[src/rtl/mips_fetch_stage_if.sv]
// Fetch-stage bus bundle: imem request/response channel, EX redirect,
// decode stall and the IF/ID pipeline register contents.
//   master : fetch stage (drives imem_req/imem_addr and if_id_*)
//   slave  : surrounding pipeline / instruction memory
interface mips_fetch_stage_if;
  logic        imem_req;
  logic [31:0] imem_addr;
  logic        imem_gnt;
  logic        imem_rvalid;
  logic [31:0] imem_rdata;
  logic        redir_valid;
  logic [31:0] redir_pc;
  logic        id_stall;
  logic        if_id_valid;
  logic [31:0] if_id_instr;
  logic [31:0] if_id_pc;
  logic [31:0] if_id_pc4;

  modport master (
    output imem_req, imem_addr,
    input  imem_gnt, imem_rvalid, imem_rdata,
    input  redir_valid, redir_pc, id_stall,
    output if_id_valid, if_id_instr, if_id_pc, if_id_pc4
  );

  modport slave (
    input  imem_req, imem_addr,
    output imem_gnt, imem_rvalid, imem_rdata,
    output redir_valid, redir_pc, id_stall,
    input  if_id_valid, if_id_instr, if_id_pc, if_id_pc4
  );
endinterface

[src/rtl/mips_fetch_stage.sv]
// Instruction-fetch front end: owns the fetch PC, issues word fetches to
// instruction memory, buffers returned words in a prefetch FIFO and drives
// the IF/ID register. Wrong-path words are squashed on EX redirect.
// Ports:
//   clk    rising-edge clock
//   reset  asynchronous active-low reset
//   bus    mips_fetch_stage_if.master (imem channel, redirect, stall, IF/ID)
// Optional feature macro FETCH_PERF_EN adds perf_fetched / perf_bubbles
// saturating counters as extra output ports.
module mips_fetch_stage #(
  parameter logic [31:0] RESET_PC   = 32'h0000_0000,
  parameter int unsigned FIFO_DEPTH = 4,
  parameter int unsigned MAX_OUTST  = 2
) (
  input  logic               clk,
  input  logic               reset,
  mips_fetch_stage_if.master bus
`ifdef FETCH_PERF_EN
  ,
  output logic [31:0]        perf_fetched,
  output logic [31:0]        perf_bubbles
`endif
);

  localparam int unsigned PTR_W = (FIFO_DEPTH > 1) ? $clog2(FIFO_DEPTH) : 1;
  localparam int unsigned CNT_W = $clog2(FIFO_DEPTH + 1);
  localparam int unsigned OUT_W = $clog2(MAX_OUTST + 1);
  localparam int unsigned TAG_W = (MAX_OUTST > 1) ? $clog2(MAX_OUTST) : 1;

  typedef struct packed {
    logic [31:0] instr;
    logic [31:0] pc;
  } fetch_entry_t;

  logic [31:0]  pc_q;
  fetch_entry_t fifo_mem [FIFO_DEPTH];
  logic [PTR_W-1:0] wr_ptr_q, rd_ptr_q;
  logic [CNT_W-1:0] fifo_cnt_q;
  logic [31:0]  tag_mem [MAX_OUTST];
  logic [TAG_W-1:0] tag_wr_q, tag_rd_q;
  logic [OUT_W-1:0] outst_q;
  logic [OUT_W-1:0] discard_q;

  logic         if_id_valid_q;
  logic [31:0]  if_id_instr_q, if_id_pc_q, if_id_pc4_q;

  logic         req_c, grant_c, rsp_c, push_c, pop_c, empty_c, full_c;
  fetch_entry_t head_c;
  logic [1:0]   unused_redir_lsb_c;

  // Circular advance for the request-tag queue (depth need not be a power of 2)
  function automatic logic [TAG_W-1:0] tag_next(input logic [TAG_W-1:0] p);
    return (32'(p) == MAX_OUTST - 1) ? '0 : p + TAG_W'(1);
  endfunction

  // Credit-based issue, FIFO push/pop qualifiers
  always_comb begin
    empty_c = (fifo_cnt_q == '0);
    full_c  = (32'(fifo_cnt_q) == FIFO_DEPTH);
    req_c   = reset && !bus.redir_valid &&
              ((32'(fifo_cnt_q) + 32'(outst_q)) < FIFO_DEPTH) &&
              (32'(outst_q) < MAX_OUTST);
    grant_c = req_c && bus.imem_gnt;
    rsp_c   = bus.imem_rvalid;
    push_c  = rsp_c && (discard_q == '0) && !bus.redir_valid;
    pop_c   = !bus.redir_valid && !bus.id_stall && !empty_c;
    head_c  = fifo_mem[rd_ptr_q];
  end

  assign unused_redir_lsb_c = bus.redir_pc[1:0];

  assign bus.imem_req    = req_c;
  assign bus.imem_addr   = pc_q;
  assign bus.if_id_valid = if_id_valid_q;
  assign bus.if_id_instr = if_id_instr_q;
  assign bus.if_id_pc    = if_id_pc_q;
  assign bus.if_id_pc4   = if_id_pc4_q;

  // Storage arrays: no reset needed, guarded by pointers/counts
  always_ff @(posedge clk) begin
    if (push_c) fifo_mem[wr_ptr_q] <= '{instr: bus.imem_rdata, pc: tag_mem[tag_rd_q]};
    if (grant_c) tag_mem[tag_wr_q] <= pc_q;
  end

  // PC, in-flight tracking, FIFO control and IF/ID register
  always_ff @(posedge clk or negedge reset) begin
    if (!reset) begin
      pc_q          <= RESET_PC;
      wr_ptr_q      <= '0;
      rd_ptr_q      <= '0;
      fifo_cnt_q    <= '0;
      tag_wr_q      <= '0;
      tag_rd_q      <= '0;
      outst_q       <= '0;
      discard_q     <= '0;
      if_id_valid_q <= 1'b0;
      if_id_instr_q <= '0;
      if_id_pc_q    <= '0;
      if_id_pc4_q   <= '0;
    end else begin
      if (bus.redir_valid) pc_q <= {bus.redir_pc[31:2], 2'b00};
      else if (grant_c)    pc_q <= pc_q + 32'd4;

      case ({grant_c, rsp_c})
        2'b10:   outst_q <= outst_q + OUT_W'(1);
        2'b01:   outst_q <= outst_q - OUT_W'(1);
        default: outst_q <= outst_q;
      endcase

      // Every word still in flight at redirect time is wrong-path
      if (bus.redir_valid)            discard_q <= rsp_c ? outst_q - OUT_W'(1) : outst_q;
      else if (rsp_c && discard_q != '0) discard_q <= discard_q - OUT_W'(1);

      // Tags pop on every response, dropped or not, to stay in step with imem
      if (grant_c) tag_wr_q <= tag_next(tag_wr_q);
      if (rsp_c)   tag_rd_q <= tag_next(tag_rd_q);

      if (bus.redir_valid) begin
        wr_ptr_q   <= '0;
        rd_ptr_q   <= '0;
        fifo_cnt_q <= '0;
      end else begin
        if (push_c) wr_ptr_q <= wr_ptr_q + PTR_W'(1);
        if (pop_c)  rd_ptr_q <= rd_ptr_q + PTR_W'(1);
        case ({push_c, pop_c})
          2'b10:   fifo_cnt_q <= fifo_cnt_q + CNT_W'(1);
          2'b01:   fifo_cnt_q <= fifo_cnt_q - CNT_W'(1);
          default: fifo_cnt_q <= fifo_cnt_q;
        endcase
      end

      // Redirect beats stall; an empty FIFO inserts a NOP bubble
      if (bus.redir_valid) begin
        if_id_valid_q <= 1'b0;
        if_id_instr_q <= '0;
      end else if (!bus.id_stall) begin
        if (!empty_c) begin
          if_id_valid_q <= 1'b1;
          if_id_instr_q <= head_c.instr;
          if_id_pc_q    <= head_c.pc;
          if_id_pc4_q   <= head_c.pc + 32'd4;
        end else begin
          if_id_valid_q <= 1'b0;
          if_id_instr_q <= '0;
        end
      end
    end
  end

`ifdef FETCH_PERF_EN
  // Saturating counters; redirect does not clear them
  always_ff @(posedge clk or negedge reset) begin
    if (!reset) begin
      perf_fetched <= '0;
      perf_bubbles <= '0;
    end else begin
      if (push_c && perf_fetched != '1) perf_fetched <= perf_fetched + 32'd1;
      if (!bus.id_stall && empty_c && perf_bubbles != '1) perf_bubbles <= perf_bubbles + 32'd1;
    end
  end
`endif

`ifndef SYNTHESIS
  // The credit rule must make push-on-full unreachable
  a_no_push_full: assert property (@(posedge clk) disable iff (!reset) !(push_c && full_c));
`endif

endmodule

[src/flat_wrapper.sv]
// flat-port wrapper written by rule: the top's interface ports become plain ports
module mips_fetch_stage_flat 
#(
  parameter logic [31:0] RESET_PC   = 32'h0000_0000,
  parameter int unsigned FIFO_DEPTH = 4,
  parameter int unsigned MAX_OUTST  = 2
)
  (clk, reset, bus_imem_req, bus_imem_addr, bus_imem_gnt, bus_imem_rvalid, bus_imem_rdata, bus_redir_valid, bus_redir_pc, bus_id_stall, bus_if_id_valid, bus_if_id_instr, bus_if_id_pc, bus_if_id_pc4);
  mips_fetch_stage_if bus_i ();
  input  logic clk;
  input  logic reset;
  output wire logic [$bits(bus_i.imem_req)-1:0] bus_imem_req;
  output wire logic [$bits(bus_i.imem_addr)-1:0] bus_imem_addr;
  input wire logic [$bits(bus_i.imem_gnt)-1:0] bus_imem_gnt;
  input wire logic [$bits(bus_i.imem_rvalid)-1:0] bus_imem_rvalid;
  input wire logic [$bits(bus_i.imem_rdata)-1:0] bus_imem_rdata;
  input wire logic [$bits(bus_i.redir_valid)-1:0] bus_redir_valid;
  input wire logic [$bits(bus_i.redir_pc)-1:0] bus_redir_pc;
  input wire logic [$bits(bus_i.id_stall)-1:0] bus_id_stall;
  output wire logic [$bits(bus_i.if_id_valid)-1:0] bus_if_id_valid;
  output wire logic [$bits(bus_i.if_id_instr)-1:0] bus_if_id_instr;
  output wire logic [$bits(bus_i.if_id_pc)-1:0] bus_if_id_pc;
  output wire logic [$bits(bus_i.if_id_pc4)-1:0] bus_if_id_pc4;
  assign bus_imem_req = bus_i.imem_req;
  assign bus_imem_addr = bus_i.imem_addr;
  assign bus_i.imem_gnt = bus_imem_gnt;
  assign bus_i.imem_rvalid = bus_imem_rvalid;
  assign bus_i.imem_rdata = bus_imem_rdata;
  assign bus_i.redir_valid = bus_redir_valid;
  assign bus_i.redir_pc = bus_redir_pc;
  assign bus_i.id_stall = bus_id_stall;
  assign bus_if_id_valid = bus_i.if_id_valid;
  assign bus_if_id_instr = bus_i.if_id_instr;
  assign bus_if_id_pc = bus_i.if_id_pc;
  assign bus_if_id_pc4 = bus_i.if_id_pc4;
  mips_fetch_stage #(.RESET_PC(RESET_PC), .FIFO_DEPTH(FIFO_DEPTH), .MAX_OUTST(MAX_OUTST)) u_core (.clk(clk), .reset(reset), .bus(bus_i));
endmodule
[config.mk]
export PLATFORM = sky130hd
export DESIGN_NAME = mips_fetch_stage_flat
export DESIGN_NICKNAME = d
export VERILOG_FILES = /design/src/rtl/mips_fetch_stage_if.sv /design/src/rtl/mips_fetch_stage.sv /design/src/flat_wrapper.sv
export SDC_FILE = /design/constraint.sdc
export NUM_CORES = 1
export LEC_CHECK = 0
export BUFFER_PORTS_ARGS = -buffer_cell sky130_fd_sc_hd__buf_2
export CORE_UTILIZATION = 50
export CTS_BUF_LIST = sky130_fd_sc_hd__clkbuf_8 sky130_fd_sc_hd__clkbuf_16
export CTS_CLUSTER_DIAMETER = 150
export CTS_CLUSTER_SIZE = 24
export DETAILED_ROUTE_END_ITERATION = 8
export GPL_TIMING_DRIVEN = 0
export PLACE_DENSITY = 0.75
export SETUP_SLACK_MARGIN = 0.5
export SYNTH_ARGS = -nofsm -noshare
export SYNTH_HDL_FRONTEND = slang
export SYNTH_SLANG_ARGS = --single-unit
[constraint.sdc]
create_clock -name clk -period 5.9 [get_ports clk]
set_input_delay 1.18 -clock clk [delete_from_list [all_inputs] [get_ports clk]]
set_output_delay 1.18 -clock clk [all_outputs]
set_load 0.05 [all_outputs]
* Word-level counts from Yosys, hierarchy flattened
Memory sizes are Yosys's and may differ from the RTL's. Cells that the tools add are included.
Storage, ports and cells: flip-flop bits (word level) 142, RAM bits 320, memories 2, memory bits (read-only) 0, latch bits 0, logic and storage cells 82, bits of input ports 70
Operators by class: order comparisons 2, reduce and logical (&&, ||, !) cells 22, divide/modulo/power cells 0, $add $sub $neg 12, equal/unequal tests 5, muxes and demuxes 24, bitwise logic cells 3, shift operators 0, multipliers 0
Memories:
- u_core.fifo_mem | depth 4, bits a word 64, rd ports 1, clocked after memory_dff 0, write ports 1, RTL line mips_fetch_stage.sv:36 | fetch_entry_t fifo_mem [FIFO_DEPTH];
- u_core.tag_mem | depth 2, bits a word 32, rd ports 1, clocked after memory_dff 0, write ports 1, RTL line mips_fetch_stage.sv:39 | logic [31:0] tag_mem [MAX_OUTST];
Operators by type and width (count):
- two-way mux 32 bit | 5
- adder 32 x 3 -> 32 bit, second input constant | 2
- less-than comparator 32 x 3 -> 1 bit, second input constant | 1
- two-way mux 2 bit | 7
- nonzero test 2 bit | 6
- logical AND 1 bit | 9
- two-way mux 1 bit | 9
- adder 2 x 1 -> 2 bit, second input constant | 3
- case mux 3 bit (2 select lines) | 1
- adder 3 x 2 -> 4 bit | 1
- equality test 2 x 1 -> 1 bit, second input constant | 2
- equality test 2 bit, second input constant | 2
- case mux 2 bit (2 select lines) | 1
- subtractor 2 x 1 -> 2 bit, second input constant | 2
- adder 3 x 1 -> 3 bit, second input constant | 1
- logical NOT 1 bit | 3
- logical NOT 3 bit | 1
- two-way mux 3 bit | 1
- inverter 1 bit | 3
- AND reduction 3 bit | 1
- nonzero test 3 bit | 1
- subtractor 3 x 1 -> 3 bit, second input constant | 1
- adder 1 bit, second input constant | 2
- logical NOT 2 bit | 1
- 2 further kinds | 2

* Depth between registers and ports, before layout
depth in word-level cells 7, gate-level depth with buffers 10

* Least setup slack after synthesis
No wires, ideal clock.
path kind input to register, from in reset, to mem u_core.tag_mem[0][10] (enable), arrival 3.415 ns, setup slack 2.068 ns, cell stages on the path 6, setup time 0.417 ns, cells stage by stage nor4b_1 > and4_1 > clkbuf_1 > inv_2 > clkbuf_1 > nor2_1
On the way: cells in the longest elaborated chain, start to end 6
Ends and longest elaborated chain:
- start, declared | RTL line flat_wrapper.sv:11 | input logic reset;
- logical AND 1 bit (2 in series) | RTL line mips_fetch_stage.sv:60 | req_c = reset && !bus.redir_valid &&
- logical AND 1 bit | RTL line mips_fetch_stage.sv:61 | ((32'(fifo_cnt_q) + 32'(outst_q)) < FIFO_DEPTH) &&
- logical AND 1 bit | RTL line mips_fetch_stage.sv:63 | grant_c = req_c && bus.imem_gnt;
- two-way mux 1 bit | RTL line mips_fetch_stage.sv:82 | if (grant_c) tag_mem[tag_wr_q] <= pc_q;
- two-way mux 1 bit (not written as such) | RTL line mips_fetch_stage.sv:82
- end, declared | RTL line mips_fetch_stage.sv:39
No other way between the ends.

* Final worst setup path
from in reset, to out bus_imem_req
On the way: cells in the longest elaborated chain, start to end 3
Ends and longest elaborated chain:
- logical AND 1 bit (2 in series) | RTL line mips_fetch_stage.sv:60
- logical AND 1 bit | RTL line mips_fetch_stage.sv:61
- end, declared | RTL line flat_wrapper.sv:12 | output wire logic [$bits(bus_i.imem_req)-1:0] bus_imem_req;
No other way between the ends.

==> results.json <==
{
  "arrival_ps": 2410,
  "worstPathRequired_ps": 4720,
  "drv_cap": 0,
  "cts-resized-gates": 0,
  "synthesis.area_mm2": 0.01775,
  "gp_congestion": 0.8928,
  "synthArstFlopShare": 0.3063,
  "skew_ps": 23.15,
  "p_int_mw": 5.321,
  "finalMaxSlewViolations": 0,
  "viasPerCell": 5.669,
  "report.final.hold_viol_count": 0,
  "drive_gt1_frac": 0.2511,
  "maxSlewHeadroom": 0.2790,
  "fin_crit_sh": 0.6083,
  "ctsLongestPathBuffers": 3,
  "comb_power_share": 0.319,
  "cts_tree": "yes",
  "placement.io_buffers": 191,
  "ys.flop_type": "edfxtp_1",
  "dp_hpwl_mm": 24.82,
  "grt_max_degree": 94,
  "seq_power_share": 0.484,
  "grt_pass1_wl_mm": 56.70,
  "yosysSeqAreaShare": 0.7127,
  "htree_levels": 1,
  "clk_latency_ps": 550,
  "end_kind": "output pin",
  "final_util": 0.5791,
  "min_path_type": "flip-flop to flip-flop",
  "io_pins": 200,
  "rows": 68,
  "nets": 1411,
  "routedWlPerCell_um": 20.21,
  "tightest_slew_ps": 1066,
  "ys_types": 61,
  "grt_pass1_vias": 9841,
  "die_y_um": 190.4,
  "clock_sinks": 444,
  "power_density_mw_per_mm2": 414.5,
  "fmax_mhz": 278.6,
  "diodes": 0,
  "grt_setup_unrepaired": "false",
  "hold_buffers": 0,
  "layout_commonest_cell": "edfxtp_1",
  "vias": 10210,
  "mostFrequentLayoutCells": "edfxtp_1 (308), buf_2 (198), nand2_1 (156)",
  "place_area_mm2": 0.01945,
  "power.clock.fraction": 0.197,
  "synth_warnings": 0,
  "leakage_nw": 7.605,
  "dieArea_mm2": 0.03626,
  "synth.avg_cell_area_um2": 16.05,
  "post_cts.repair.setup_buffers": 0,
  "vdd_drop_max_uv": 317.5,
  "final_area_mm2": 0.02010,
  "worst-setup-path-type": "primary input to output pin",
  "syn_to_final_growth_pct": 13.24,
  "power_mw": 8.334,
  "power.switching_mw": 3.013,
  "setup_viol": 0,
  "drc": 0,
  "ys_ff_latch": 444,
  "grt_usage": 0.2028,
  "core_mm2": 0.03471,
  "root_buffer": "clkbuf_16",
  "grt_overflow_total": 0,
  "antenna_left": 0,
  "start_util": 0.5114,
  "outcome": "finished, final reports clean",
  "cp_max_fo": 45,
  "cts_buffers": 22,
  "clkTransAtPathRegs_ps": 90,
  "wirelength_mm": 36.41,
  "drt_pass1_iterations": 5,
  "drt_iter0_markers": 741,
  "synth_cells": 1106,
  "antenna_found_initial": 0,
  "period_needed_ps": 3589,
  "worstSetupStartpointType": "primary input",
  "synth_edf_count": 308,
  "p_sw_frac": 0.3615,
  "hold_slack_ps": 479.1,
  "die_w_um": 190.4
}
## layout make-up
class	count	area, um^2
Tap cell	455	569.3
Fill cell	2673	14610
Timing Repair Buffer	196	1085
Multi-Input combinational cell	593	4788
Sequential cell	444	12650
Buffer	64	322.8
Clock inverter	16	72.57
Inverter	10	37.54
Clock buffer	23	575.6
## final timing paths
check                                             start                         end  slack (ps)  cells after the start
worst min register to register  u_core.bus.if_id_pc[12]     u_core.bus.if_id_pc[12]         480                      2
worst max-delay path                              reset                bus_imem_req        2310                      4
worst max register to register        u_core.outst_q[1]       u_core.tag_mem[0][31]        2860                      7
worst min-delay path            u_core.bus.if_id_pc[12]     u_core.bus.if_id_pc[12]         480                      2
max in group asynchronous                         reset  u_core.bus.if_id_instr[17]        4470                      2
min in group asynchronous                         reset     u_core.bus.imem_addr[3]         560                      1
## worst max-delay path, cell delays in order
cell,delay [ps]
buf_6,360
nor4b_1,340
and3_1,220
buf_2,260
## flip-flops by register name (all words and copies together) (netlist names), 2 cells and up
signal and count:
u_core.tag_mem 60, u_core.outst_q 2, u_core.wr_ptr_q 2, u_core.bus.if_id_instr 32
u_core.fifo_cnt_q 3, u_core.bus.if_id_pc4 30, u_core.bus.imem_addr 30, u_core.discard_q 2
u_core.bus.if_id_pc 30, u_core.fifo_mem 248, u_core.rd_ptr_q 2
## cell families after synthesis
family | count (synthesis) | share of synthesized area
buffers and inverters | 74 | 0.02030
muxes | 95 | 0.1026
xor gates and xnor gates | 31 | 0.01529
adders and majority gates | 10 | 0.007471
DFF | 444 | 0.7127
AOI/OAI and AO/OA | 140 | 0.05504
and+or+nand+nor | 311 | 0.08640
other | 1 | 0.0002112
## routing by layer
layer | global-route usage | vias to the layer above | part of all wire
met2 | 0.3162 | 337 | 0.46
met5 | 0 | - | 0
li1 | - | 4700 | -
met1 | 0.3053 | 5122 | 0.46
met3 | 0.02834 | 51 | 0.057
met4 | 0.04523 | 0 | 0.020
## power by group through the flow
stage / logic [mW] / registers (mW) / clock network [mW]
after floorplan: 1.14 / 4.90 / 0
after global placement: 2.61 / 4.09 / 0
after detailed placement: 2.66 / 4.10 / 0
after CTS: 2.67 / 4.03 / 1.68
after global routing: 2.85 / 4.08 / 1.79
final: 2.65 / 4.03 / 1.65
## synth_stat cells, drive strengths merged (2+ instances only)
library cell  number  area, um^2
a21oi              7       35.03
edfxtp           308        9249
or3                2       12.51
nor2b              4       25.02
nor4               4       25.02
a31o               2       17.52
and3              14       92.59
o21ai             41       205.2
and2              11       68.82
nor4b              2       17.52
ha                 9       112.6
xor2              15       131.4
nor3               8       40.04
and4               8       73.82
o311ai             7       61.31
buf               26       180.2
nand4             24       180.2
a31oi             18       112.6
o31ai              9       67.56
mux2i              2       20.02
inv               10       37.53
nand2            157       596.8
a22o              32       280.3
a21o               3       22.52
or2                3       21.27
o31a               2       17.52
dfrtp            136        3403
clkbuf            38       142.6
o211ai             8       60.06
o21bai             2       15.01
or4               12       90.09
a221o              4       40.04
mux4              62        1453
mux2              31       349.1
nand2b             3       18.77
nand3             27       147.6
xnor2             16       140.1
nor2              31       116.4
## through the flow
step | setup slack (ps) | TNS (ps) | cells
after floorplan | 2068 | 0 | 1111
after global placement | -1546 | -66870 | 1757
after detailed placement | 1434 | 0 | 1762
after CTS | 2010 | 0 | 1801
after global routing | 2190 | 0 | 1801
final | 2311 | 0 | 1801
(Power assumes the default switching activity.)
